$ cat src/rtl/synth_pkg.sv
// Shared definitions for the synthesizer voice front end: command layout,
// STOP_ALL encoding, allocator FSM states and status-register fields.
package synth_pkg;

    localparam int CMD_W    = 16;
    localparam int ON_BIT   = 15;
    localparam int NOTE_MSB = 14;
    localparam int NOTE_LSB = 8;
    localparam int VEL_MSB  = 7;

    localparam logic [6:0] STOP_ALL_NOTE = 7'd127;

    localparam logic [1:0] ST_IDLE  = 2'd0;
    localparam logic [1:0] ST_POP   = 2'd1;
    localparam logic [1:0] ST_SCAN  = 2'd2;
    localparam logic [1:0] ST_APPLY = 2'd3;

    localparam int STAT_OVF_BIT   = 31;
    localparam int STAT_LEVEL_LSB = 16;
    localparam int STAT_LEVEL_W   = 8;
    localparam int STAT_MASK_W    = 16;

    typedef struct packed {
        logic       on;
        logic [6:0] note;
        logic [7:0] vel;
    } note_cmd_t;

    function automatic note_cmd_t decode_cmd(input logic [CMD_W-1:0] raw);
        note_cmd_t c;
        c.on   = raw[ON_BIT];
        c.note = raw[NOTE_MSB:NOTE_LSB];
        c.vel  = raw[VEL_MSB:0];
        return c;
    endfunction

    // A note-off addressed to the top note means "silence everything".
    function automatic logic is_stop_all(input note_cmd_t c);
        return !c.on && (c.note == STOP_ALL_NOTE);
    endfunction

endpackage

$ cat src/rtl/cmd_fifo.sv
// Small synchronous FIFO buffering note commands; a push while full is
// accepted only when a pop frees a slot in the same cycle.
module cmd_fifo #(
    parameter int DEPTH = 4,
    parameter int WIDTH = 16
) (
    input  logic                   clk,
    input  logic                   reset,
    input  logic                   push,
    input  logic                   pop,
    input  logic [WIDTH-1:0]       din,
    output logic [WIDTH-1:0]       dout,
    output logic                   full,
    output logic                   empty,
    output logic [$clog2(DEPTH):0] level
);
    localparam int AW = $clog2(DEPTH);

    logic [WIDTH-1:0] mem [DEPTH];
    logic [AW-1:0]    rd_ptr;
    logic [AW-1:0]    wr_ptr;
    logic [AW:0]      count;
    logic             do_push;
    logic             do_pop;

    assign do_pop  = pop && !empty;
    assign do_push = push && (!full || do_pop);

    // NOTE: the storage array is deliberately not reset; count alone says
    // which entries are valid, and leaving it unreset lets it map to RAM.
    always_ff @(posedge clk) begin
        if (do_push) begin
            mem[wr_ptr] <= din;
        end
    end

    // NOTE: sequential state uses non-blocking assignments so every register
    // samples pre-edge values regardless of statement order.
    always_ff @(posedge clk) begin
        if (!reset) begin
            rd_ptr <= '0;
            wr_ptr <= '0;
            count  <= '0;
        end else begin
            if (do_push) wr_ptr <= wr_ptr + 1'b1;
            if (do_pop)  rd_ptr <= rd_ptr + 1'b1;
            case ({do_push, do_pop})
                2'b10:   count <= count + 1'b1;
                2'b01:   count <= count - 1'b1;
                default: count <= count;
            endcase
        end
    end

    assign dout  = mem[rd_ptr];
    assign full  = (count == (AW+1)'(DEPTH));
    assign empty = (count == '0);
    assign level = count;

endmodule

$ cat src/rtl/voice_allocator_p.sv
// Polyphonic voice allocator: buffers note commands, scans the voices one
// per cycle and applies retrigger / free-voice / oldest-steal / stop-all.
module voice_allocator_p
    import synth_pkg::*;
#(
    parameter int N_VOICES   = 8,
    parameter int FIFO_DEPTH = 4,
    parameter int NOTE_W     = 7,
    parameter int VEL_W      = 8
) (
    input  logic                       clk,
    input  logic                       reset,
    input  logic                       avs_s0_write,
    input  logic                       avs_s0_read,
    input  logic [31:0]                avs_s0_writedata,
    output logic [31:0]                avs_s0_readdata,
    output logic [N_VOICES-1:0]        o_voice_active,
    output logic [N_VOICES*NOTE_W-1:0] o_voice_note,
    output logic [N_VOICES*VEL_W-1:0]  o_voice_vel,
    output logic [N_VOICES-1:0]        o_voice_trig,
    output logic                       o_busy,
    output logic                       o_overflow
);
    localparam int IDX_W = (N_VOICES > 1) ? $clog2(N_VOICES) : 1;
    localparam int LVL_W = $clog2(FIFO_DEPTH) + 1;
    localparam logic [IDX_W-1:0] LAST_IDX = IDX_W'(N_VOICES - 1);
    localparam logic [IDX_W-1:0] AGE_MAX  = LAST_IDX;

    logic [1:0]       state;
    logic [1:0]       state_next;
    note_cmd_t        cmd_q;
    note_cmd_t        head_cmd;
    logic [IDX_W-1:0] scan_idx;
    logic             match_found;
    logic [IDX_W-1:0] match_idx;
    logic             free_found;
    logic [IDX_W-1:0] free_idx;
    logic             old_found;
    logic [IDX_W-1:0] old_idx;
    logic [IDX_W-1:0] old_age;

    logic [N_VOICES-1:0] voice_active;
    logic [NOTE_W-1:0]   voice_note [N_VOICES];
    logic [VEL_W-1:0]    voice_vel  [N_VOICES];
    logic [IDX_W-1:0]    voice_age  [N_VOICES];

    logic [CMD_W-1:0] fifo_dout;
    logic             fifo_full;
    logic             fifo_empty;
    logic [LVL_W-1:0] fifo_level;
    logic             fifo_pop;
    logic             drop;
    logic             write_accept;
    logic [NOTE_W-1:0] cmd_note;
    logic             target_valid;
    logic [IDX_W-1:0] target;
    logic [31:0]      status_word;
    logic             unused_hi;

    assign unused_hi    = ^avs_s0_writedata[31:16];
    assign fifo_pop     = (state == ST_POP);
    assign drop         = avs_s0_write && fifo_full && !fifo_pop;
    assign write_accept = avs_s0_write && !drop;
    assign head_cmd     = decode_cmd(fifo_dout);
    assign cmd_note     = NOTE_W'(cmd_q.note);

    cmd_fifo #(
        .DEPTH (FIFO_DEPTH),
        .WIDTH (CMD_W)
    ) u_fifo (
        .clk   (clk),
        .reset (reset),
        .push  (avs_s0_write),
        .pop   (fifo_pop),
        .din   (avs_s0_writedata[CMD_W-1:0]),
        .dout  (fifo_dout),
        .full  (fifo_full),
        .empty (fifo_empty),
        .level (fifo_level)
    );

    // NOTE: every signal written in a combinational block gets a default
    // first, so no path through the block can leave it unassigned (latch).
    always_comb begin
        state_next = state;
        case (state)
            // A write landing this cycle also wakes the FSM, saving one idle cycle.
            ST_IDLE:  if (!fifo_empty || write_accept) state_next = ST_POP;
            ST_POP:   state_next = is_stop_all(head_cmd) ? ST_APPLY : ST_SCAN;
            ST_SCAN:  if (scan_idx == LAST_IDX) state_next = ST_APPLY;
            ST_APPLY: state_next = ST_IDLE;
            default:  state_next = ST_IDLE;
        endcase
    end

    // Voice chosen by the scan: match first, then free, then oldest.
    always_comb begin
        target_valid = 1'b0;
        target       = '0;
        if (cmd_q.on) begin
            target_valid = 1'b1;
            if (match_found)     target = match_idx;
            else if (free_found) target = free_idx;
            else                 target = old_idx;
        end else if (match_found) begin
            target_valid = 1'b1;
            target       = match_idx;
        end
    end

    always_ff @(posedge clk) begin
        if (!reset) begin
            state       <= ST_IDLE;
            cmd_q       <= '0;
            scan_idx    <= '0;
            match_found <= 1'b0;
            match_idx   <= '0;
            free_found  <= 1'b0;
            free_idx    <= '0;
            old_found   <= 1'b0;
            old_idx     <= '0;
            old_age     <= '0;
        end else begin
            state <= state_next;
            case (state)
                ST_POP: begin
                    cmd_q       <= head_cmd;
                    scan_idx    <= '0;
                    match_found <= 1'b0;
                    free_found  <= 1'b0;
                    old_found   <= 1'b0;
                end
                ST_SCAN: begin
                    if (voice_active[scan_idx] && !match_found
                        && voice_note[scan_idx] == cmd_note) begin
                        match_found <= 1'b1;
                        match_idx   <= scan_idx;
                    end
                    if (!voice_active[scan_idx] && !free_found) begin
                        free_found <= 1'b1;
                        free_idx   <= scan_idx;
                    end
                    // Strict compare keeps the lowest index on equal ages.
                    if (voice_active[scan_idx]
                        && (!old_found || voice_age[scan_idx] > old_age)) begin
                        old_found <= 1'b1;
                        old_idx   <= scan_idx;
                        old_age   <= voice_age[scan_idx];
                    end
                    if (scan_idx != LAST_IDX) scan_idx <= scan_idx + 1'b1;
                end
                default: ;
            endcase
        end
    end

    always_ff @(posedge clk) begin
        if (!reset) begin
            voice_active <= '0;
            o_voice_trig <= '0;
            for (int i = 0; i < N_VOICES; i++) begin
                voice_note[i] <= '0;
                voice_vel[i]  <= '0;
                voice_age[i]  <= '0;
            end
        end else begin
            o_voice_trig <= '0;
            if (state == ST_APPLY) begin
                if (is_stop_all(cmd_q)) begin
                    voice_active <= '0;
                    for (int i = 0; i < N_VOICES; i++) voice_age[i] <= '0;
                end else if (cmd_q.on) begin
                    for (int i = 0; i < N_VOICES; i++) begin
                        if (IDX_W'(i) == target) begin
                            voice_active[i] <= 1'b1;
                            voice_note[i]   <= cmd_note;
                            voice_vel[i]    <= VEL_W'(cmd_q.vel);
                            voice_age[i]    <= '0;
                            o_voice_trig[i] <= 1'b1;
                        end else if (voice_active[i] && voice_age[i] != AGE_MAX) begin
                            voice_age[i] <= voice_age[i] + 1'b1;
                        end
                    end
                end else if (target_valid) begin
                    voice_active[target] <= 1'b0;
                end
            end
        end
    end

    always_comb begin
        status_word = '0;
        status_word[STAT_OVF_BIT] = o_overflow;
        status_word[STAT_LEVEL_LSB +: STAT_LEVEL_W] = STAT_LEVEL_W'(fifo_level);
        for (int i = 0; i < N_VOICES && i < STAT_MASK_W; i++) begin
            status_word[i] = voice_active[i];
        end
    end

    // A drop in the same cycle as a read keeps the flag set.
    always_ff @(posedge clk) begin
        if (!reset) begin
            o_overflow      <= 1'b0;
            avs_s0_readdata <= '0;
        end else begin
            if (drop)             o_overflow <= 1'b1;
            else if (avs_s0_read) o_overflow <= 1'b0;
            if (avs_s0_read) avs_s0_readdata <= status_word;
        end
    end

    always_comb begin
        o_voice_note = '0;
        o_voice_vel  = '0;
        for (int i = 0; i < N_VOICES; i++) begin
            o_voice_note[i*NOTE_W +: NOTE_W] = voice_note[i];
            o_voice_vel[i*VEL_W +: VEL_W]    = voice_vel[i];
        end
    end

    assign o_voice_active = voice_active;
    assign o_busy         = (state != ST_IDLE) || !fifo_empty;

endmodule

$ cat config.mk
export PLATFORM = sky130hd
export DESIGN_NAME = voice_allocator_p
export DESIGN_NICKNAME = d
export VERILOG_FILES = /design/src/rtl/synth_pkg.sv /design/src/rtl/cmd_fifo.sv /design/src/rtl/voice_allocator_p.sv
export SDC_FILE = /design/constraint.sdc
export NUM_CORES = 1
export LEC_CHECK = 0
export BUFFER_PORTS_ARGS = -buffer_cell sky130_fd_sc_hd__buf_2
export CORE_UTILIZATION = 50
export CTS_BUF_LIST = sky130_fd_sc_hd__clkbuf_4
export DETAILED_ROUTE_END_ITERATION = 16
export GPL_TIMING_DRIVEN = 0
export HOLD_SLACK_MARGIN = 0.06
export PLACE_DENSITY = 0.72
export SKIP_LAST_GASP = 1
export SYNTH_ARGS = -nofsm -noshare
export SYNTH_HDL_FRONTEND = slang
export SYNTH_SLANG_ARGS = --single-unit
$ cat constraint.sdc
create_clock -name clk -period 3.9 [get_ports clk]
set_input_delay 0.585 -clock clk [delete_from_list [all_inputs] [get_ports clk]]
set_output_delay 0.585 -clock clk [all_outputs]
set_load 0.01 [all_outputs]
## After elaboration in Yosys (flattened, before gate mapping)

Memories as Yosys holds them, arrays and structs flattened. A register that Yosys moved wholly into a read port is not among the register bits.
Cells that the tools add are included.

- Register bits after elaboration: 72
- Bits in writable memories: 208
- Input port bits: 36
- Output and inout port bits: 170
- Logic and storage cells: 384
- Memories kept: 4

- Add/subtract/negate cells: 13
- $lt $le $gt $ge: 4
- Equal/unequal tests: 40
- Multiplexer cells: 193
- Bitwise gates (word level): 45
- Reduce and logical (&&, ||, !) cells: 59

Memory list:

| name | words | width | read ports | clocked after memory_dff | wr ports | RTL line | source |
|---|---|---|---|---|---|---|---|
| u_fifo.mem | 4 | 16 | 1 | 1 | 1 | cmd_fifo.sv:19 | `logic [WIDTH-1:0] mem [DEPTH];` |
| voice_vel | 8 | 8 | 8 | 0 | 8 | voice_allocator_p.sv:44 | `logic [VEL_W-1:0] voice_vel [N_VOICES];` |
| voice_note | 8 | 7 | 9 | 1 | 8 | voice_allocator_p.sv:43 | `logic [NOTE_W-1:0] voice_note [N_VOICES];` |
| voice_age | 8 | 3 | 9 | 1 | 8 | voice_allocator_p.sv:45 | `logic [IDX_W-1:0] voice_age [N_VOICES];` |

Operators with widths:

| operator | count |
|---|---|
| $mux W1 | 129 |
| $mux W3 | 33 |
| $mux W8 | 11 |
| $mux W7 | 8 |
| $or A1 B1 Y1 | 40 |
| $add A3 B1 Y3 const B | 10 |
| $ne A3 B3 Y1 const B | 9 |
| $ne A3 B1 Y1 const B | 8 |
| $reduce_and A3 Y1 | 8 |
| $logic_and A1 B1 Y1 | 20 |
| $reduce_and A2 Y1 | 8 |
| $eq A7 B7 Y1 const B | 2 |
| $eq A3 B3 Y1 const A | 4 |
| $ne A2 B2 Y1 const B | 6 |
| $pmux W3 S2 | 2 |
| $logic_not A1 Y1 | 10 |
| $and A8 B8 Y8 | 1 |
| $lt A3 B4 Y1 const B | 2 |
| $mux W2 | 4 |
| $not A8 Y8 | 1 |
| $pmux W2 S4 | 1 |
| $reduce_bool A2 Y1 | 4 |
| $eq A7 B7 Y1 | 1 |
| $eq A2 B2 Y1 const B | 3 |
| other kinds (17) | 29 |

## Longest topological paths before layout

Gate-level depths: netlist (run 1).

- Depth in word-level cells: 12
- Depth in mapped cells: 13

## Modules after synthesis

Synthesis (run 1) repeated with hierarchy kept, for this count alone.

- Cells, all modules: 907
- Area, all modules: 12130.4 µm²

Modules (own cells, without submodules):

| module | instances | cells each | area each (µm²) | sequential area each (µm²) |
|---|---|---|---|---|
| voice_allocator_p | 1 | 756 | 9171.3 | 5685.5 |
| cmd_fifo | 1 | 151 | 2959.1 | 2102.0 |

## Least setup slack after synthesis (run 1)

Ideal clock, no wire load.

- Path type: flip-flop to flip-flop
- Start: register (tool-made name)
- End: register old_age[1] (read register of voice_age)
- Arrival time: 2.914 ns
- Required time: 3.772 ns
- Path slack: 0.858 ns
- Cell stages (with the launch flop): 14
- Period minus slack after synthesis: 3.042 ns
- Cells stage by stage: dfxtp_1 > buf_6 > buf_4 > buf_4 > mux4_2 > mux2_2 > ha_1 > nor2b_1 > o21ai_0 > a32oi_1 > o211a_1 > clkbuf_1 > mux2i_1 > nor2_1

RTL lines:

| element | RTL line | source |
|---|---|---|
| end, declared | voice_allocator_p.sv:40 | `logic [IDX_W-1:0] old_age;` |

==> summary.txt, run 1 <==
=================================================================================
Core region area ...................................................  0.02340 mm2
Cells after Synth ..................................................          897
Area of the mapped netlist .........................................  0.01191 mm2
Number of global-route vias before repair ..........................         7981
Unrepaired setup endpoints after global routing ....................           no
Final critical-path share of the clock period ......................       0.9093
Number of placement rows ...........................................           56
Largest net degree at the start of global routing ..................           17
Critical path start-end classification .............................      reg2reg
Cell taking the most area after synthesis ..........................     edfxtp_1
Maximum ir drop on the vdd rail ....................................  0.0002506 V
Fraction of synthesis flops using an asynchronous set or reset pin .            0
Iteration count of the initial detailed-routing pass ...............            4
Avg WL per Cell ....................................................     18.47 um
Outcome ............................................................ complete, no violations
Number of buffers inserted by hold repair at cts ...................            0
Total global routing overflow ......................................            0
Final weighted congestion in routability-driven placement ..........       0.8489
Main synth FF type .................................................     edfxtp_1
R2R setup slack ....................................................       350 ps
CP top delay family ................................................ buffers and inverters
Die Span Y .........................................................     156.4 um
Number of cells traversed by the worst register-to-register path ...           13
Data required time at the worst endpoint ...........................      4410 ps
Critical path capture point ........................................   old_idx[1]
Achievable clock frequency .........................................    282.0 MHz
Cell chain of the critical path .................................... buf_6 -> buf_4 -> buf_4 -> mux4_2 -> mux2_2 -> ha_1 -> nor2b_1 -> o21ai_0 -> a32oi_1 -> o211a_1 -> clkbuf_1 -> mux2i_1 -> nor2_1
Leakage power summed over all cells ................................     5.718 nW
Die boundary width .................................................     156.4 um
Number of max-cap violations .......................................            0
Arrival time at the worst endpoint .................................      4050 ps
Cell type of the slowest stage on the worst timing path ............       mux4_2
Initial antenna violation count ....................................            2
CTS buffer count ...................................................           73
Net count reported at finish .......................................         1228
Worst Tran Pin Value ...............................................     899.9 ps
Final clock skew ...................................................     59.79 ps
Global-route usage over all layers .................................       0.2355
Half-perimeter wire length after detailed placement ................     20.23 mm
CP bufs+invs .......................................................            4
First-pass GRT wire length .........................................     42.79 mm
Clock insertion delay at the later pin of the skew report ..........       690 ps
Die area ...........................................................  0.02445 mm2
TritonCTS clock tree ...............................................          yes
Area of all placed cells without fillers ...........................  0.01426 mm2
Starting DRT DRC Count .............................................          596
CTS HTree Levels ...................................................            3
R2R Path End .......................................................   old_idx[1]
Share of post-route cells with drive strength above 1 ..............       0.3081
Clk sinks ..........................................................          285
Instance area after placement ......................................  0.01326 mm2
Worst setup SP type ................................................     register
Setup Viol. Count Final ............................................            0
Total number of vias ...............................................         8085
Number of hold violations in the final report ......................            0
Worst Path Max Fanout ..............................................           10
Worst Setup End Kind ...............................................     register
Final-layout worst hold slack ......................................     127.2 ps
CP most frequent cell ..............................................        buf_4
Largest stage delay on the critical path ...........................       540 ps
Mapped Avg Cell Area ...............................................    13.28 um2
Residual DRC count .................................................            0
Post-CTS setup-driven buffer insertion count .......................            0
Number of vias per cell after detailed routing .....................        5.260
Hold crit path type ................................................       in2reg
Final slew viol count ..............................................            0
Cell at the root of the clock tree .................................     clkbuf_4
Number of stages on the worst setup path ...........................           13
Antenna Nets Post-Route ............................................            0
Quantity of gates resized following cts ............................            0
Warnings, synthesis ................................................            0
Power Dens Cells ................................................... 525.5 mW/mm2
Register clock-pin slew on the reported worst setup and hold paths .        70 ps
Post-synth EDFFs ...................................................          208
Largest buffer count on any clock path .............................            3
Slew HR ............................................................       0.3949
Post-synthesis sequential area ratio ...............................       0.6536
Synth top area share ...............................................       0.5243
Minimum period implied by the final worst setup slack ..............      3546 ps
Count of port buffers added during placement .......................          168
Boundary pin count .................................................          206
Count of distinct cell types in the synthesized netlist ............           51
Top cells by area in the synthesized netlist ....................... edfxtp_1 52%, dfxtp_1 13%, nor2_1 5.3%
FF+latch count, synth ..............................................          285
Total wirelength of the detailed-routed design .....................     28.39 mm
Starting utilization of the core area ..............................       0.5091
Area overhead of the layout relative to synthesis ..................       19.71%
=================================================================================
## report_power, final
part	total [W]	switching [W]	internal (W)
clock network	0.00268	0.00119	0.00149
logic	0.00118	0.000683	0.000496
registers	0.00364	0.000142	0.00349
## cells in the final DEF, fill, tap and decap left out, types with 3 or more instances in the layout
cell,instances
nand3_1,12
edfxtp_1,208
or3_1,10
clkbuf_4,117
ha_1,30
mux2i_1,61
buf_4,22
xor2_1,8
a21oi_1,16
mux4_2,28
clkbuf_1,27
a21bo_2,6
nor2_1,169
a22oi_1,3
o21ai_0,13
buf_2,176
o22ai_1,3
dfxtp_1,77
nand3b_1,3
nand4_1,3
o21ai_2,3
nor3_1,16
conb_1,20
inv_1,27
a31oi_1,3
nor2b_1,9
o21a_1,4
nand2_1,56
and2_1,23
nand2b_1,9
clkinv_1,8
mux2_2,10
## cell families after synthesis
| family | synth area share |
|---|---|
| AND/OR/NAND/NOR | 0.1188 |
| multiplexers | 0.1136 |
| other | 0.0003148 |
| buffers and inverters | 0.03707 |
| XOR/XNOR | 0.007352 |
| AO/OA/AOI/OAI | 0.03602 |
| adder cells (fa/ha/maj) | 0.03319 |
| flip-flops | 0.6536 |
## cell usage after synthesis (2+ instances only)
cell type	n
edfxtp_1	208
o211ai_1	2
nand2_1	56
a22oi_1	3
a21bo_2	6
and4_1	2
nor3_1	16
a21oi_1	16
o21ai_1	2
dfxtp_1	77
o211a_1	2
mux4_2	28
nand2b_1	9
or3_1	10
and2_1	23
o21a_1	4
clkbuf_1	27
xnor2_1	2
buf_1	2
inv_1	27
mux2_2	10
mux2i_1	61
nor2b_1	9
buf_2	8
a31oi_1	3
ha_1	30
nor2_1	169
xor2_1	8
nand3b_1	3
a221oi_1	2
nand3_1	12
o21ai_0	15
buf_6	2
o22ai_1	3
buf_4	22
nand4_1	3
## worst min-delay path by stage
stage	cells after the start	slack, ps	endpoint	start
floorplan	2	430	match_idx[0]	match_idx[0]
global placement	2	450	match_idx[0]	match_idx[0]
detailed placement	2	460	match_idx[1]	match_idx[1]
CTS	1	80	u_fifo.mem[0][0]	avs_s0_writedata[0]
global route	1	100	u_fifo.mem[0][0]	avs_s0_writedata[0]
finish	1	130	u_fifo.mem[0][0]	avs_s0_writedata[0]
## final cells by class
class	instances	area [um2]
Clock inverter	14	118.9
Buffer	61	336.6
Timing Repair Buffer	170	870.8
Inverter	28	105.1
Antenna cell	1	2.502
Sequential cell	285	7787
Multi-Input combinational cell	542	3764
Fill cell	1905	9140
Tap cell	319	399.1
Clock buffer	117	878.3
## state kept, by name, summed over array words and instances (netlist names), 2 cells and up, named ones only
name and cells:
u_fifo.wr_ptr 2, u_fifo.rd_ptr 2, u_fifo.level 3, voice_age 24, cmd_q 9, u_fifo.mem 64
old_age 3, free_idx 3, match_idx 3, voice_vel 64, cmd_note 7, o_voice_trig 8
voice_note 56, scan_idx 3, state 2, avs_s0_readdata 12, o_voice_active 8, old_idx 3
## layer usage
metal / vias up / track usage / share of wire
met5: - / 0 / 0.00035
met4: 2 / 0.1130 / 0.030
met3: 62 / 0.05372 / 0.071
met2: 321 / 0.3929 / 0.50
met1: 3944 / 0.2901 / 0.40
li1: 3756 / - / -
## through the flow
stage	std cells	setup WS [ps]	util	power [W]	TNS, ps
2_1_floorplan	916	857.8	-	0.004508	0
3_3_place_gp	1403	-343.5	0.5651	0.004839	-10230
3_5_place_dp	1405	383.3	0.5667	0.004880	0
4_1_cts	1536	343.3	0.6093	0.007548	0
5_1_grt	1537	110.4	0.6094	0.007859	0
6_report	1537	353.7	0.6094	0.007494	0
## worst register-to-register path: cells and delay by family, from the launching register on
family,cells,cell delay [ps]
AOI/OAI and AO/OA,3,420
adders and majority gates,1,290
buffers and inverters,4,1110
DFF,1,320
muxes,3,1090
and+or+nand+nor,2,170
(Power assumes the default switching activity.)
==> run 2, diff against run 1 <==
--- a/config.mk
+++ b/config.mk
@@ -6,12 +6,14 @@
 export NUM_CORES = 1
 export LEC_CHECK = 0
 export BUFFER_PORTS_ARGS = -buffer_cell sky130_fd_sc_hd__buf_2
-export CORE_UTILIZATION = 50
+export CELL_PAD_IN_SITES_DETAIL_PLACEMENT = 2
+export CELL_PAD_IN_SITES_GLOBAL_PLACEMENT = 2
+export CORE_UTILIZATION = 40
 export CTS_BUF_LIST = sky130_fd_sc_hd__clkbuf_4
 export DETAILED_ROUTE_END_ITERATION = 16
 export GPL_TIMING_DRIVEN = 0
 export HOLD_SLACK_MARGIN = 0.06
-export PLACE_DENSITY = 0.72
+export PLACE_DENSITY_LB_ADDON = 0.1
 export SKIP_LAST_GASP = 1
 export SYNTH_ARGS = -nofsm -noshare
 export SYNTH_HDL_FRONTEND = slang
==> run 2 against run 1 <==
Net effect:
- cell area is 0.72% higher
- first-iteration DRC count is 33% lower
- maximum frequency is 0.25% lower
- largest cell class unchanged
- highest routed layer is now met4
==> summary.txt, run 2 (synthesis gave the netlist of run 1 again) <==
=====================================================================================
Critical path start-end classification .................................      reg2reg
Quantity of gates resized following cts ................................            0
Number of vias per cell after detailed routing .........................        5.140
Largest net degree at the start of global routing ......................           17
Cell at the root of the clock tree .....................................     clkbuf_4
Most frequent standard cell in the layout excluding fill and tap cells .     edfxtp_1
Met1 layer wirelength in the final routing .............................     14.84 mm
Initial antenna violation count ........................................            1
First-pass GRT wire length .............................................     54.30 mm
Arrival time at the worst endpoint .....................................      4060 ps
Clk sinks ..............................................................          285
CTS HTree Levels .......................................................            3
Clock insertion delay at the later pin of the skew report ..............       720 ps
Final critical-path share of the clock period ..........................       0.9116
Global-route usage over all layers .....................................       0.2364
Die Span Y .............................................................     174.6 um
Worst Tran Pin Value ...................................................     879.1 ps
Most frequent cells in the layout ...................................... 208 x edfxtp_1, 176 x buf_2, 169 x nor2_1, 117 x clkbuf_4, 77 x dfxtp_1
Number of max-cap violations ...........................................            0
Area overhead of the layout relative to synthesis ......................       20.57%
Number of global-route vias before repair ..............................         9181
Summed negative setup slack over all endpoints .........................         0 ps
Final weighted congestion in routability-driven placement ..............       0.8007
Die boundary width .....................................................     174.6 um
Area of all placed cells without fillers ...............................  0.01437 mm2
Total wirelength of the detailed-routed design .........................     35.37 mm
Data required time at the worst endpoint ...............................      4410 ps
TritonCTS clock tree ...................................................          yes
Fill cell count ........................................................         2946
Worst setup SP type ....................................................     register
Number of placement rows ...............................................           62
Seq pwr share ..........................................................        0.483
Half-perimeter wire length after detailed placement ....................     25.72 mm
Core region area .......................................................  0.02901 mm2
Power Dens Cells ....................................................... 526.7 mW/mm2
CTS buffer count .......................................................           78
Slew HR ................................................................       0.4089
Leakage power summed over all cells ....................................     5.731 nW
Overall power consumption ..............................................   0.007567 W
Area of combinational cells with multiple inputs ....................... 0.003764 mm2
Share of post-route cells with drive strength above 1 ..................       0.3073
Residual DRC count .....................................................            0
Minimum period implied by the final worst setup slack ..................      3555 ps
Final clock skew .......................................................     72.95 ps
Boundary pin count .....................................................          206
Proportion of total power due to net switching .........................       0.2888
Iteration count of the initial detailed-routing pass ...................            5
Starting DRT DRC Count .................................................          397
Outcome ................................................................ complete, no violations
Final slew viol count ..................................................            0
Die area ...............................................................  0.03048 mm2
Worst Setup End Kind ...................................................     register
Worst Path Max Fanout ..................................................           10
Met2 Routed Length .....................................................     17.93 mm
Final-layout worst hold slack ..........................................     124.1 ps
Sequential cell area ................................................... 0.007787 mm2
Largest buffer count on any clock path .................................            3
Total global routing overflow ..........................................            0
Count of port buffers added during placement ...........................          168
Achievable clock frequency .............................................    281.3 MHz
Hold crit path type ....................................................       in2reg
Antenna Nets Post-Route ................................................            0
Setup Viol. Count Final ................................................            0
Clk network pwr share ..................................................        0.354
Unrepaired setup endpoints after global routing ........................           no
Net count reported at finish ...........................................         1235
Largest registers ranked by flip-flop count ............................ u_fifo.mem (64), voice_vel (64), voice_note (56)
Avg WL per Cell ........................................................     21.94 um
Total number of vias ...................................................         8285
Uppermost layer routed .................................................         met4
Register clock-pin slew on the reported worst setup and hold paths .....        70 ps
Internal power consumption .............................................   0.005381 W
Starting utilization of the core area ..................................       0.4106
Maximum ir drop on the vdd rail ........................................  0.0003613 V
Power spent charging and discharging nets ..............................   0.002186 W
Comb pwr share .........................................................        0.163
Number of hold violations in the final report ..........................            0
Instance area after placement ..........................................  0.01334 mm2
Met3 layer wire length in the routed design ............................     1.597 mm
=====================================================================================
[run 2: cell count changes in the layout (fill, tap and decap cells not counted)]
cell,previous run,this run
bufinv_16,2,0
clkbuf_1,27,26
clkinv_1,8,14
clkinv_2,0,1
clkinv_4,1,4
clkinvlp_4,1,0
dlygate4sd3_1,0,3
inv_6,1,2
[run 2: path summary, 6_finish.rpt]
| check | cells past startpoint | slack (ps) | end | from |
|---|---|---|---|---|
| setup / recovery | 12 | 340 | old_age[1] | register |
| hold / removal | 1 | 120 | u_fifo.mem[1][11] | avs_s0_writedata[11] |
| setup reg to reg | 12 | 340 | old_age[1] | register |
| hold reg to reg | 2 | 470 | match_idx[0] | match_idx[0] |
[run 2: cell type report]
cell class / instances / area share
clock buffer: 117 / 0.06114
multi-input combinational: 542 / 0.2620
buffer: 60 / 0.02317
clock inverter: 22 / 0.007926
sequential: 285 / 0.5421
inverter: 28 / 0.007316
antenna: 1 / 0.0001742
timing repair buffer: 173 / 0.06271
tap: 384 / 0.03345
[run 2: power by group through the flow]
stage / logic (W) / clock network [W] / registers [W]
detailed placement: 0.00124 / 0 / 0.00372
global placement: 0.00119 / 0 / 0.00370
global route: 0.00136 / 0.00292 / 0.00367
floorplan: 0.000816 / 0 / 0.00369
finish: 0.00124 / 0.00268 / 0.00365
CTS: 0.00126 / 0.00276 / 0.00365
[run 2: timing repair]
item	CTS	global route
setup endpoints to repair	0	6
hold buffers	2	1
hold endpoints to repair	2	1
setup buffers	0	0
[run 2: routing by layer]
metal / vias to the layer above / GRT usage
met1: 4208 / 0.2966
met3: 66 / 0.04134
met2: 248 / 0.4092
li1: 3763 / -
met5: - / 0
met4: 0 / 0.08623
[run 2: stage by stage]
step	std cells	utilization	worst slack [ps]
floorplan	916	-	857.8
global placement	1468	0.4586	-279.1
detailed placement	1470	0.4599	241.1
CTS	1611	0.4948	95.99
global route	1612	0.4951	58.76
finish	1612	0.4951	344.8
[run 2: worst max-delay path, cell delays in order, from the launching register on]
cell	delay [ps]
dfxtp_1	320
buf_6	180
buf_4	270
buf_4	270
mux4_2	530
mux2_2	320
ha_1	290
nor2b_1	170
o21ai_0	130
a32oi_1	210
o211a_1	430
mux2i_1	230
nor2_1	50
